### src/rtl/kw_rol_seq.sv
// kw_rol_seq: multi-cycle word rotator with valid/ready on both sides.
// A request is latched in IDLE. ROT then applies one fixed rotate-left
// stage of 2**step per cycle for every step. DONE holds the result until
// the consumer takes it. Right rotates are folded into an equivalent left
// amount at accept time, so the datapath only ever rotates left.
module kw_rol_seq #(
  parameter  int WIDTH = 32,
  localparam int SHW   = $clog2(WIDTH)
) (
  input  logic             clk,
  input  logic             rst_n,
  input  logic             in_valid,
  output logic             in_ready,
  input  logic [WIDTH-1:0] in_data,
  input  logic [SHW-1:0]   in_amt,
  input  logic             in_dir,
  output logic             out_valid,
  input  logic             out_ready,
  output logic [WIDTH-1:0] out_data,
  output logic             out_err
);

  // Step counter only needs to index the SHW amount bits.
  localparam int STW = (SHW > 1) ? $clog2(SHW) : 1;

  typedef enum logic [1:0] {
    IDLE,
    ROT,
    DONE
  } state_t;

  state_t           r_state;
  logic [STW-1:0]   r_step;
  logic [WIDTH-1:0] r_data;
  logic [SHW-1:0]   r_amt;
  logic             r_err;
  logic             r_in_ready;
  logic             r_out_valid;
  logic [WIDTH-1:0] r_out_data;
  logic             r_out_err;

  logic [SHW:0]     w_amt_ext;
  logic             w_amt_oor;
  logic [SHW-1:0]   w_amt_eff;
  logic [SHW:0]     w_sh;
  logic [SHW:0]     w_shr;
  logic [WIDTH-1:0] w_rot;
  logic             w_bit;
  logic             w_last;

  // One extra bit so the amount can be compared against WIDTH itself.
  assign w_amt_ext = {1'b0, in_amt};
  assign w_amt_oor = (w_amt_ext >= (SHW+1)'(WIDTH));

  // Fold direction into a left amount; right by 0 stays 0, out-of-range gives 0.
  always_comb begin
    w_amt_eff = '0;
    if (!w_amt_oor) begin
      if (!in_dir) begin
        w_amt_eff = in_amt;
      end else if (in_amt != '0) begin
        w_amt_eff = SHW'((SHW+1)'(WIDTH) - w_amt_ext);
      end
    end
  end

  // Current stage: rotate left by 2**step. 2**step < WIDTH for every step,
  // so both shift distances stay in range even for non-power-of-two WIDTH.
  assign w_sh   = (SHW+1)'(1) << r_step;
  assign w_shr  = (SHW+1)'(WIDTH) - w_sh;
  assign w_rot  = (r_data << w_sh) | (r_data >> w_shr);
  assign w_bit  = r_amt[r_step];
  assign w_last = (r_step == STW'(SHW - 1));

  // Control FSM with registered handshake and result outputs.
  always_ff @(posedge clk or negedge rst_n) begin
    if (!rst_n) begin
      r_state     <= IDLE;
      r_step      <= '0;
      r_data      <= '0;
      r_amt       <= '0;
      r_err       <= 1'b0;
      r_in_ready  <= 1'b1;
      r_out_valid <= 1'b0;
      r_out_data  <= '0;
      r_out_err   <= 1'b0;
    end else begin
      case (r_state)
        IDLE: begin
          if (in_valid) begin
            r_data     <= in_data;
            r_amt      <= w_amt_eff;
            r_err      <= w_amt_oor;
            r_step     <= '0;
            r_in_ready <= 1'b0;
            r_state    <= ROT;
          end
        end
        ROT: begin
          if (w_bit) begin
            r_data <= w_rot;
          end
          if (w_last) begin
            r_out_valid <= 1'b1;
            r_out_data  <= w_bit ? w_rot : r_data;
            r_out_err   <= r_err;
            r_state     <= DONE;
          end else begin
            r_step <= r_step + STW'(1);
          end
        end
        DONE: begin
          if (out_ready) begin
            r_out_valid <= 1'b0;
            r_out_data  <= '0;
            r_out_err   <= 1'b0;
            r_in_ready  <= 1'b1;
            r_state     <= IDLE;
          end
        end
        default: begin
          r_state     <= IDLE;
          r_in_ready  <= 1'b1;
          r_out_valid <= 1'b0;
          r_out_data  <= '0;
          r_out_err   <= 1'b0;
        end
      endcase
    end
  end

  assign in_ready  = r_in_ready;
  assign out_valid = r_out_valid;
  assign out_data  = r_out_data;
  assign out_err   = r_out_err;

endmodule

### config.mk
export PLATFORM = sky130hd
export DESIGN_NAME = kw_rol_seq
export DESIGN_NICKNAME = d
export VERILOG_FILES = /design/src/rtl/kw_rol_seq.sv
export SDC_FILE = /design/constraint.sdc
export NUM_CORES = 1
export LEC_CHECK = 0
export BUFFER_PORTS_ARGS = -buffer_cell sky130_fd_sc_hd__buf_4
export CAP_MARGIN = 10
export CORE_MARGIN = 2
export CORE_UTILIZATION = 45
export DETAILED_ROUTE_END_ITERATION = 6
export GPL_ROUTABILITY_DRIVEN = 1
export SLEW_MARGIN = 25
export SYNTH_ARGS = -nofsm -noshare
export SYNTH_HDL_FRONTEND = slang
export SYNTH_SLANG_ARGS = --single-unit
### constraint.sdc
create_clock -name clk -period 4.5 [get_ports clk]
set_input_delay 0.45 -clock clk [delete_from_list [all_inputs] [get_ports clk]]
set_output_delay 0.45 -clock clk [all_outputs]
set_load 0.02 [all_outputs]
Word level (Yosys, flattened, before mapping)

Index checks and enable logic that the tools add are counted.

Register bits: 78
Input port bits: 42
Logic and storage cells: 62

Add/sub/neg operators: 3
$lt $le $gt $ge: 2
Equal/unequal tests: 7
Shifts and indexed selects: 3
Mux-type cells: 26
Bitwise logic cells: 3
Reductions and logical operators: 9

Operator list:

| operator              | count |
|---|---|
| $mux W32              | 4 |
| $pmux W32 S3          | 1 |
| $pmux W32 S2          | 1 |
| $or A32 B32 Y32       | 1 |
| $shl A32 B6 Y32       | 1 |
| $shr A32 B6 Y32       | 1 |
| $mux W5               | 3 |
| $reduce_and A3 Y1     | 4 |
| $pmux W1 S3           | 3 |
| $ne A2 B2 Y1 const B  | 4 |
| $ge A5 B6 Y1 const B  | 1 |
| $mux W1               | 6 |
| $mux W2               | 3 |
| $mux W3               | 2 |
| $pmux W2 S3           | 1 |
| $pmux W3 S2           | 1 |
| $shl A1 B3 Y6 const A | 1 |
| $sub A6 B6 Y6 const A | 1 |
| $reduce_bool A5 Y1    | 1 |
| $sub A1 B5 Y5 const A | 1 |
| $lt A3 B4 Y1 const B  | 1 |
| $reduce_and A2 Y1     | 2 |
| $add A3 B1 Y3 const B | 1 |
| $bmux W1 S3           | 1 |
| other kinds (6)       | 7 |

Longest topological paths before layout

Gate-level depths: netlist of the first run.

Depth after elaboration: 7
Gate-level depth with buffers: 20
Gate-level depth less buffers: 12

Least setup slack after synthesis of the first run

Ideal clock, no wire load.

Path type: flip-flop to flip-flop
Start point: register r_step[1]
End point: register r_out_data[7] (netlist: out_data[7])
Data arrival time: 3.740 ns
Data required time: 4.371 ns
Setup slack: 0.631 ns
Cell stages (with the launch flop): 19
Buffers on the path: 8
Clock period less this slack: 3.869 ns
Cell sequence: dfrtp_1 > inv_1 > ha_1 > buf_2 > nor2b_1 > buf_2 > buf_6 > inv_2 > buf_4 > clkbuf_1 > ha_1 > buf_2 > buf_2 > buf_2 > mux2_2 > mux4_2 > and2_1 > o211ai_1 > nand3_1

Cells in the longest elaborated chain, start to end: 7

RTL lines:

| item                   | RTL line | RTL |
|---|---|---|
| start, declared        | 33       | `logic [STW-1:0] r_step;` |
| start signal, assigned | 109      | `r_step <= r_step + STW'(1);` |
| $shl A1 B3 Y6          | 69       | `assign w_sh = (SHW+1)'(1) << r_step;` |
| $sub A6 B6 Y6          | 70       | `assign w_shr = (SHW+1)'(WIDTH) - w_sh;` |
| $shr A32 B6 Y32        | 71       | `assign w_rot = (r_data << w_sh) \| (r_data >> w_shr);` |
| $or A32 B32 Y32        | 71       |  |
| $mux W32               | --       |  |
| $mux W32               | 103      | `if (w_last) begin` |
| $pmux W32 S3           | 88       | `case (r_state)` |
| end signal, assigned   | 105      | `r_out_data <= w_bit ? w_rot : r_data;` |
| end, declared          | 39       | `logic [WIDTH-1:0] r_out_data;` |

Several ways; a longest one is shown, not always the timed one. The select of a mux whose other input is x is not followed.
A chain may end at the register's enable or synchronous reset.

Worst setup path after layout of the first run

Start point: register r_step[0]
End point: register r_data[15]

Cells in the longest elaborated chain, start to end: 6

RTL lines:

| item                 | RTL line | RTL |
|---|---|---|
| $shl A1 B3 Y6        | 69       |  |
| $sub A6 B6 Y6        | 70       |  |
| $shr A32 B6 Y32      | 71       |  |
| $or A32 B32 Y32      | 71       |  |
| $mux W32 (*)         | 100      | `if (w_bit) begin` |
| $pmux W32 S2 (*)     | 88       |  |
| end signal, assigned | 91       | `r_data <= in_data;` |
| end signal, assigned | 101      | `r_data <= w_rot;` |
| end, declared        | 34       | `logic [WIDTH-1:0] r_data;` |

Every way passes the cells marked *; elsewhere a longest branch is shown, timed or not. The select of a mux whose other input is x is not followed.

==> flow_summary.rst, run 1 <==
.. list-table::
   :header-rows: 1

   * - Metric
     - Value
   * - Number of buffers inserted by post-CTS setup repair
     - 0
   * - CTS H-Tree Depth
     - 3
   * - Seq/Total Area, Yosys
     - around 22%
   * - Total setup violations reported at the end of the flow
     - 0
   * - Iter 0 DRT Violations
     - approximately 1500
   * - Global-route wire length before repair
     - slightly above 60000 um
   * - Number of storage elements in the synthesis netlist
     - 76
   * - Post-DR wirelength/cell
     - 31.7 um
   * - Number of filler instances in the final layout
     - roughly 1900
   * - Slowest cell delay on critical path
     - ~920 ps
   * - Placement row count
     - 50
   * - Height of the chip
     - around 140 um
   * - Maximum fanout along the worst path
     - 78
   * - Root Buffer
     - sky130_fd_sc_hd__clkbuf_16
   * - Synthesized area per cell
     - ~8 um^2
   * - CTS Hold Buffers Added
     - 0
   * - Initial antenna violation count
     - 0
   * - Antenna-violating nets left
     - 0
   * - Asr flop ratio synth
     - between 90% and 100%
   * - Run status
     - complete, no violations
   * - Fraction of final layout cells sized beyond drive strength 1
     - 19.0%
   * - Register clock-pin slew on the reported worst setup and hold paths
     - approximately 70 ps
   * - Detailed-route vias per instance
     - roughly 7.4
   * - Number of global-route vias before repair
     - roughly 9000
   * - Worst setup EP type
     - register
   * - Worst Clk Skew
     - roughly 13 ps
   * - Arrival time worst endpoint
     - between 4000 and 5000 ps
   * - Number of detailed-routing iterations run before antenna repair
     - 6
   * - Yosys top cell area share
     - around 22%
   * - Final Slew Violations
     - 0
   * - Number of diodes added for antenna fixing
     - 0
   * - Largest net degree at the start of global routing
     - between 70 and 80
   * - TNS Setup
     - 0 ps
   * - Synth Instances
     - about 1100
   * - Cell types with the largest area share after synthesis
     - sky130_fd_sc_hd__dfrtp_1 22%, sky130_fd_sc_hd__mux2i_1 7.8%, sky130_fd_sc_hd__a21oi_1 4.7%, sky130_fd_sc_hd__mux2_2 4.4%, sky130_fd_sc_hd__nand2_1 3.9%
   * - Worst slew pin tran
     - slightly above 1000 ps
   * - Max capacitance violation total
     - 0
   * - Initial Util
     - between 40% and 50%
   * - Endpoint required time on the critical path
     - 4740 ps
   * - Number of library cell types mapped by synthesis
     - 94
   * - Total congestion overflow after global routing
     - 0
   * - Worst hold path type
     - primary input to async pin
   * - Slew headroom
     - 31.1%
   * - Synthesized netlist net count
     - 1118
   * - Worst path cell trace
     - inv_1, ha_2, buf_4, nor4b_2, a222oi_1, and3_1, a22o_1, nor3_1, a31oi_1, a221o_1
   * - Count of synthesis-stage warnings from yosys
     - 0
   * - Sinks on Clock Net
     - 76
   * - Worst Setup Start Kind
     - register
   * - Min cycle time layout
     - 4320 ps
   * - Critical-path cell with the highest stage delay
     - sky130_fd_sc_hd__nor4b_2
   * - Via Count
     - about 9700
   * - Final clock period utilization by the worst path
     - a little under 100%
   * - Area growth from synthesis to final layout
     - 10.5%
   * - Clock latency on the worst-skew pair
     - approximately 350 ps
   * - Clock buffer count from CTS
     - 9
   * - Yosys top cell by area
     - sky130_fd_sc_hd__dfrtp_1
   * - Overall track demand over capacity in global routing
     - around two fifths
   * - Final GP Congestion
     - ~1.1
   * - Final hold viol count
     - 0
   * - Number of DRC violations after detailed routing
     - 0
   * - Post-synthesis instance area
     - between 8000 and 9000 um^2
   * - Core region area
     - roughly 19000 um^2
   * - Setup repair after global routing missed its margin
     - no
   * - Ports
     - between 70 and 80
   * - Total Routed Length
     - between 40000 and 50000 um
   * - Core occupancy in the finished layout
     - roughly half
   * - Quantity of I/O buffers inserted on ports
     - 75
   * - Critical path class
     - register to register
   * - Area enclosed by the die boundary
     - 20000 um^2
   * - Commonest register cell after synthesis
     - sky130_fd_sc_hd__dfrtp_1
   * - Max frequency
     - roughly 230 MHz
   * - Die width
     - 142 um
   * - Final HPWL DP
     - 29700 um
   * - Number of flops mapped to enable cells by yosys
     - 0
   * - Post-cts sizing count
     - 0
   * - CTS tree
     - built
   * - Maximum count of clock buffers along a single path
     - 2
   * - Number of nets in the final layout
     - 1121
cells in the final DEF, fill, tap and decap left out, drive strengths merged, types with 15 or more instances in the layout:
| cell | n |
|---|---|
| o31ai | 18 |
| nor3 | 17 |
| buf | 115 |
| o221ai | 20 |
| o21ai | 76 |
| a211oi | 15 |
| nand2 | 89 |
| a221oi | 16 |
| nand3 | 26 |
| a21oi | 80 |
| dfrtp | 75 |
| mux2 | 47 |
| nor2 | 81 |
| mux2i | 66 |
| o22ai | 36 |
| a31oi | 16 |
| inv | 25 |
| o211ai | 21 |
worst paths after layout:
check | from | end | slack [ps] | depth (start not counted)
worst min-delay path | rst_n | out_data[30]$_DFFE_PN0P_ | 100 | 1
worst max register to register | r_step[0]$_DFFE_PN0P_ | r_data[15]$_DFFE_PN0P_ | 180 | 10
worst max-delay path | r_step[0]$_DFFE_PN0P_ | r_data[15]$_DFFE_PN0P_ | 180 | 10
worst min register to register | out_data[3]$_DFFE_PN0P_ | out_data[3]$_DFFE_PN0P_ | 480 | 2
min in group clk | out_ready | r_state[1]$_DFFE_PN0P_ | 300 | 2
max in group asynchronous | rst_n | r_data[18]$_DFFE_PN0P_ | 3860 | 1
worst max-delay path: cells and delay by family (launching register included):
kind,cells,cell delay (ps)
flops,1,440
fa+ha+maj,1,190
compound gates,4,1340
simple gates,3,1370
buf+inv,2,850
through the flow:
step / area, um^2 / worst slack, ps / instances / hold slack (ps)
after floorplan: 8510 / 631 / 1068 / 154
after global placement: 9110 / 424 / 1294 / 465
after detailed placement: 9110 / 341 / 1294 / 468
after CTS: 9400 / 348 / 1310 / 285
after global routing: 9400 / 17.8 / 1310 / 161
final: 9400 / 175 / 1310 / 103
flip-flops by register name, indices dropped and copies added, names as in the netlist:
register / cells
in_ready: 1
out_data: 32
out_valid: 1
r_amt: 5
r_data: 32
r_state: 2
r_step: 3
metal layers:
layer / routed length, um / share of wire (%) / global-route usage (%)
met5: 0 / 0 / 0
met4: 2930 / 7.1 / 23.6
met3: 4850 / 12 / 10.5
met2: 17400 / 42 / 60.6
met1: 16300 / 39 / 54.0
cell type report:
class	instances	area, um^2	area share (%)
Sequential cell	76	1900	20.2
Clock buffer	9	225	2.40
Clock inverter	7	58.8	0.625
Multi-Input combinational cell	846	5960	63.4
Timing Repair Buffer	115	880	9.35
Tap cell	234	293	3.11
Inverter	23	86.3	0.918
logic make-up (layout without fill, tap and decap cells):
group | count (synthesis) | in the layout | synth area share, %
AOI/OAI and AO/OA | 404 | 404 | 33.0
xor gates and xnor gates | 7 | 7 | 1.25
adders and majority gates | 8 | 8 | 1.18
buffers and inverters | 146 | 154 | 7.90
DFF | 76 | 76 | 22.4
muxes | 123 | 123 | 16.6
other | 1 | 1 | 0.0441
and+or+nand+nor | 303 | 303 | 17.7
Yosys cell counts, types with 14 or more instances:
master,number
sky130_fd_sc_hd__nand2_1,89
sky130_fd_sc_hd__nor2_1,81
sky130_fd_sc_hd__a21oi_1,80
sky130_fd_sc_hd__dfrtp_1,75
sky130_fd_sc_hd__clkbuf_1,72
sky130_fd_sc_hd__mux2i_1,66
sky130_fd_sc_hd__o21ai_0,42
sky130_fd_sc_hd__o22ai_1,35
sky130_fd_sc_hd__o21ai_1,34
sky130_fd_sc_hd__mux2_2,33
sky130_fd_sc_hd__buf_2,31
sky130_fd_sc_hd__nand3_1,26
sky130_fd_sc_hd__o211ai_1,20
sky130_fd_sc_hd__o221ai_1,20
sky130_fd_sc_hd__inv_1,19
sky130_fd_sc_hd__o31ai_1,18
sky130_fd_sc_hd__a31oi_1,16
sky130_fd_sc_hd__nor3_1,16
sky130_fd_sc_hd__a211oi_1,15
sky130_fd_sc_hd__a221oi_1,15
sky130_fd_sc_hd__mux2_1,14
Power of run 1 is left out: the tool's default activity adds up to more than one toggle a clock period on the data nets, which glitch-free logic cannot reach.
==> run 2, diff against run 1 <==
--- a/config.mk
+++ b/config.mk
@@ -5,8 +5,8 @@
 export SDC_FILE = /design/constraint.sdc
 export NUM_CORES = 1
 export LEC_CHECK = 0
+export ABC_AREA = 1
 export BUFFER_PORTS_ARGS = -buffer_cell sky130_fd_sc_hd__buf_4
-export CAP_MARGIN = 10
 export CORE_MARGIN = 2
 export CORE_UTILIZATION = 45
 export DETAILED_ROUTE_END_ITERATION = 6
==> run 2 against run 1 <==
Net effect:
- area after synthesis is 16% lower
- clock-buffer cell count stayed put
- cell count is 15% higher
- non-clock buffer count is 15 lower
- maximum frequency is 24% higher
- critical path depth is 3 higher
- die area is 15% lower
- via count is 11% lower
==> flow_summary.rst, run 2 <==
.. list-table::
   :header-rows: 1

   * - Metric
     - Value
   * - Run status
     - complete, no violations
   * - Number of detailed-routing iterations run before antenna repair
     - 6
   * - Count of synthesis-stage warnings from yosys
     - 0
   * - Most used cells in the layout excluding fill and tap cells
     - 419 x sky130_fd_sc_hd__nand2_1, 218 x sky130_fd_sc_hd__nand3_1, 139 x sky130_fd_sc_hd__o21ai_0
   * - Hold-critical path endpoint
     - r_amt[0]$_DFFE_PN0P_
   * - Antenna-violating nets left
     - 0
   * - Capture instance of the worst register-to-register path
     - out_data[4]$_DFFE_PN0P_
   * - Number of cells on the worst reg-to-reg path
     - 13
   * - Placement row count
     - between 40 and 50
   * - Synthesized netlist net count
     - 1296
   * - Initial antenna violation count
     - 0
   * - Worst slew pin tran
     - 737 ps
   * - Number of storage elements in the synthesis netlist
     - 76
   * - Via Count
     - approximately 8600
   * - Commonest register cell after synthesis
     - sky130_fd_sc_hd__dfrtp_1
   * - Endpoint required time on the critical path
     - between 4000 and 5000 ps
   * - Synth Instances
     - 1246
   * - Post-synth top cells
     - 420 x sky130_fd_sc_hd__nand2_1, 218 x sky130_fd_sc_hd__nand3_1, 139 x sky130_fd_sc_hd__o21ai_0
   * - CTS H-Tree Depth
     - 3
   * - Critical path class
     - register to register
   * - Number of DRC violations after detailed routing
     - 0
   * - Most frequent standard cell in the layout excluding fill and tap cells
     - sky130_fd_sc_hd__nand2_1
   * - Detailed-route vias per instance
     - 5.74
   * - Root Buffer
     - sky130_fd_sc_hd__clkbuf_16
   * - Global-route wire length before repair
     - around 45000 um
   * - Final GP Congestion
     - around 1.0
   * - Count of cells along the worst hold path
     - 2
   * - Area enclosed by the die boundary
     - ~17000 um^2
   * - Max frequency
     - roughly 290 MHz
   * - Maximum count of clock buffers along a single path
     - 2
   * - Overall track demand over capacity in global routing
     - a little over a third
   * - Setup slack, reg-to-reg
     - 1000 ps
   * - Number of diodes added for antenna fixing
     - 0
   * - Setup repair after global routing missed its margin
     - no
   * - Die width
     - ~130 um
   * - Number of nets in the final layout
     - between 1000 and 1500
   * - Total Routed Length
     - 30100 um
   * - Final Slew Violations
     - 0
   * - Ports
     - slightly below 80
   * - Fraction of final layout cells sized beyond drive strength 1
     - roughly 10%
   * - TNS Setup
     - 0 ps
   * - Height of the chip
     - between 100 and 150 um
   * - Seq/Total Area, Yosys
     - about a quarter
   * - Most instantiated library cell after synthesis
     - sky130_fd_sc_hd__nand2_1
   * - Quantity of I/O buffers inserted on ports
     - 75
   * - Core region area
     - about 16000 um^2
   * - Maximum fanout along the worst path
     - 18
   * - Worst setup EP type
     - register
   * - Number of filler instances in the final layout
     - approximately 1800
   * - Synthesized area per cell
     - ~5.8 um^2
   * - Arrival time worst endpoint
     - around 3800 ps
   * - Area growth from synthesis to final layout
     - 13.9%
   * - Number of flops mapped to enable cells by yosys
     - 0
   * - Total congestion overflow after global routing
     - 0
   * - Origin of the worst min-delay path
     - in_amt[0]
   * - Clock buffer count from CTS
     - 9
   * - Number of global-route vias before repair
     - roughly 8000
   * - Slew headroom
     - between 50% and 60%
   * - Post-synthesis instance area
     - 7190 um^2
   * - Clock latency on the worst-skew pair
     - around 360 ps
   * - Max capacitance violation total
     - 0
   * - Total setup violations reported at the end of the flow
     - 0
   * - Yosys top cell by area
     - sky130_fd_sc_hd__dfrtp_1
   * - Worst Clk Skew
     - roughly 14 ps
   * - Final clock period utilization by the worst path
     - roughly 80%
   * - Cell types with the largest area share after synthesis
     - sky130_fd_sc_hd__dfrtp_1 26%, sky130_fd_sc_hd__nand2_1 22%, sky130_fd_sc_hd__nand3_1 15%, sky130_fd_sc_hd__o21ai_0 9.7%, sky130_fd_sc_hd__inv_1 6.5%
   * - Min cycle time layout
     - about 3500 ps
   * - Worst Setup Start Kind
     - register
   * - Initial Util
     - between 40% and 50%
   * - Critical R2R Launch
     - r_step[0]$_DFFE_PN0P_
   * - Post-cts sizing count
     - 0
   * - Largest net degree at the start of global routing
     - 56
   * - Number of library cell types mapped by synthesis
     - 33
   * - Final HPWL DP
     - 23000 um
   * - Post-DR wirelength/cell
     - roughly 20 um
   * - Worst hold path type
     - primary input to register
   * - Asr flop ratio synth
     - 100%
   * - Iter 0 DRT Violations
     - approximately 960
   * - Sinks on Clock Net
     - 76
   * - Register clock-pin slew on the reported worst setup and hold paths
     - 70 ps
   * - CTS tree
     - built
   * - Yosys top cell area share
     - 26.1%
   * - Final hold viol count
     - 0
-- run 2: final cells by class --
class	instances	area, um^2	share of cell area, %
multi-input combinational	963	4450	54.3
sequential	76	1900	23.3
timing repair buffer	100	753	9.20
inverter	131	492	6.01
tap	216	270	3.30
clock buffer	9	225	2.75
clock inverter	7	92.6	1.13
-- run 2: routing by layer --
metal,GRT usage (%),routed length (um),up-vias
met5,0,0,-
li1,-,-,4143
met1,46.8,12600,3958
met3,5.25,2000,100
met4,22.3,2190,0
met2,55.0,13300,427
-- run 2: metrics by stage --
stage / area [um^2] / hold slack [ps] / setup slack [ps] / util [%] / instances
3_5_place_dp: 7860 / 359 / 1110 / 49.8 / 1485
6_report: 8180 / 323 / 1000 / 51.9 / 1502
4_1_cts: 8180 / 321 / 1080 / 51.9 / 1502
5_1_grt: 8180 / 335 / 735 / 51.9 / 1502
2_1_floorplan: 7190 / 154 / 1740 / - / 1246
3_3_place_gp: 7860 / 358 / 1170 / 49.8 / 1485
-- run 2: worst max-delay path by stage --
stage | startpoint | endpoint | slack (ps) | cells past startpoint
after global routing | r_step[0]$_DFFE_PN0P_ | r_data[4]$_DFFE_PN0P_ | 730 | 13
after global placement | r_step[0]$_DFFE_PN0P_ | out_data[7]$_DFFE_PN0P_ | 1170 | 13
after detailed placement | r_step[0]$_DFFE_PN0P_ | out_data[16]$_DFFE_PN0P_ | 1110 | 13
after CTS | r_step[0]$_DFFE_PN0P_ | out_data[16]$_DFFE_PN0P_ | 1080 | 13
final | r_step[0]$_DFFE_PN0P_ | out_data[4]$_DFFE_PN0P_ | 1000 | 13
after floorplan | r_step[0]$_DFFE_PN0P_ | out_data[17]$_DFFE_PN0P_ | 1740 | 18
-- run 2: cell families (layout without fill, tap and decap cells) --
kind of cell / Yosys count / after routing / synth area share (%)
adder cells (fa/ha/maj): 8 / 8 / 1.39
XOR/XNOR: 2 / 2 / 0.244
AND/OR/NAND/NOR: 706 / 706 / 41.3
AO/OA/AOI/OAI: 246 / 246 / 18.8
other: 1 / 1 / 0.0522
buffers and inverters: 207 / 247 / 11.7
flip-flops: 76 / 76 / 26.5
-- run 2: what timing repair did --
| action | in CTS | in global routing |
|---|---|---|
| buffers inserted | 0 | 0 |
| hold buffers | 1 | 0 |
| hold endpoints to repair | 21 | 0 |
-- run 2: critical path, stage by stage (launching register included) --
cell	delay, ps
sky130_fd_sc_hd__dfrtp_1	420
sky130_fd_sc_hd__inv_1	170
sky130_fd_sc_hd__ha_1	480
sky130_fd_sc_hd__nand2_1	450
sky130_fd_sc_hd__inv_2	240
sky130_fd_sc_hd__nor2_2	50
sky130_fd_sc_hd__buf_4	200
sky130_fd_sc_hd__nand2_1	150
sky130_fd_sc_hd__nand3_2	260
sky130_fd_sc_hd__inv_2	390
sky130_fd_sc_hd__nand3_1	160
sky130_fd_sc_hd__nand2_1	110
sky130_fd_sc_hd__o21bai_1	100
sky130_fd_sc_hd__o21ai_0	200
Power of run 2 is left out for the same reason.
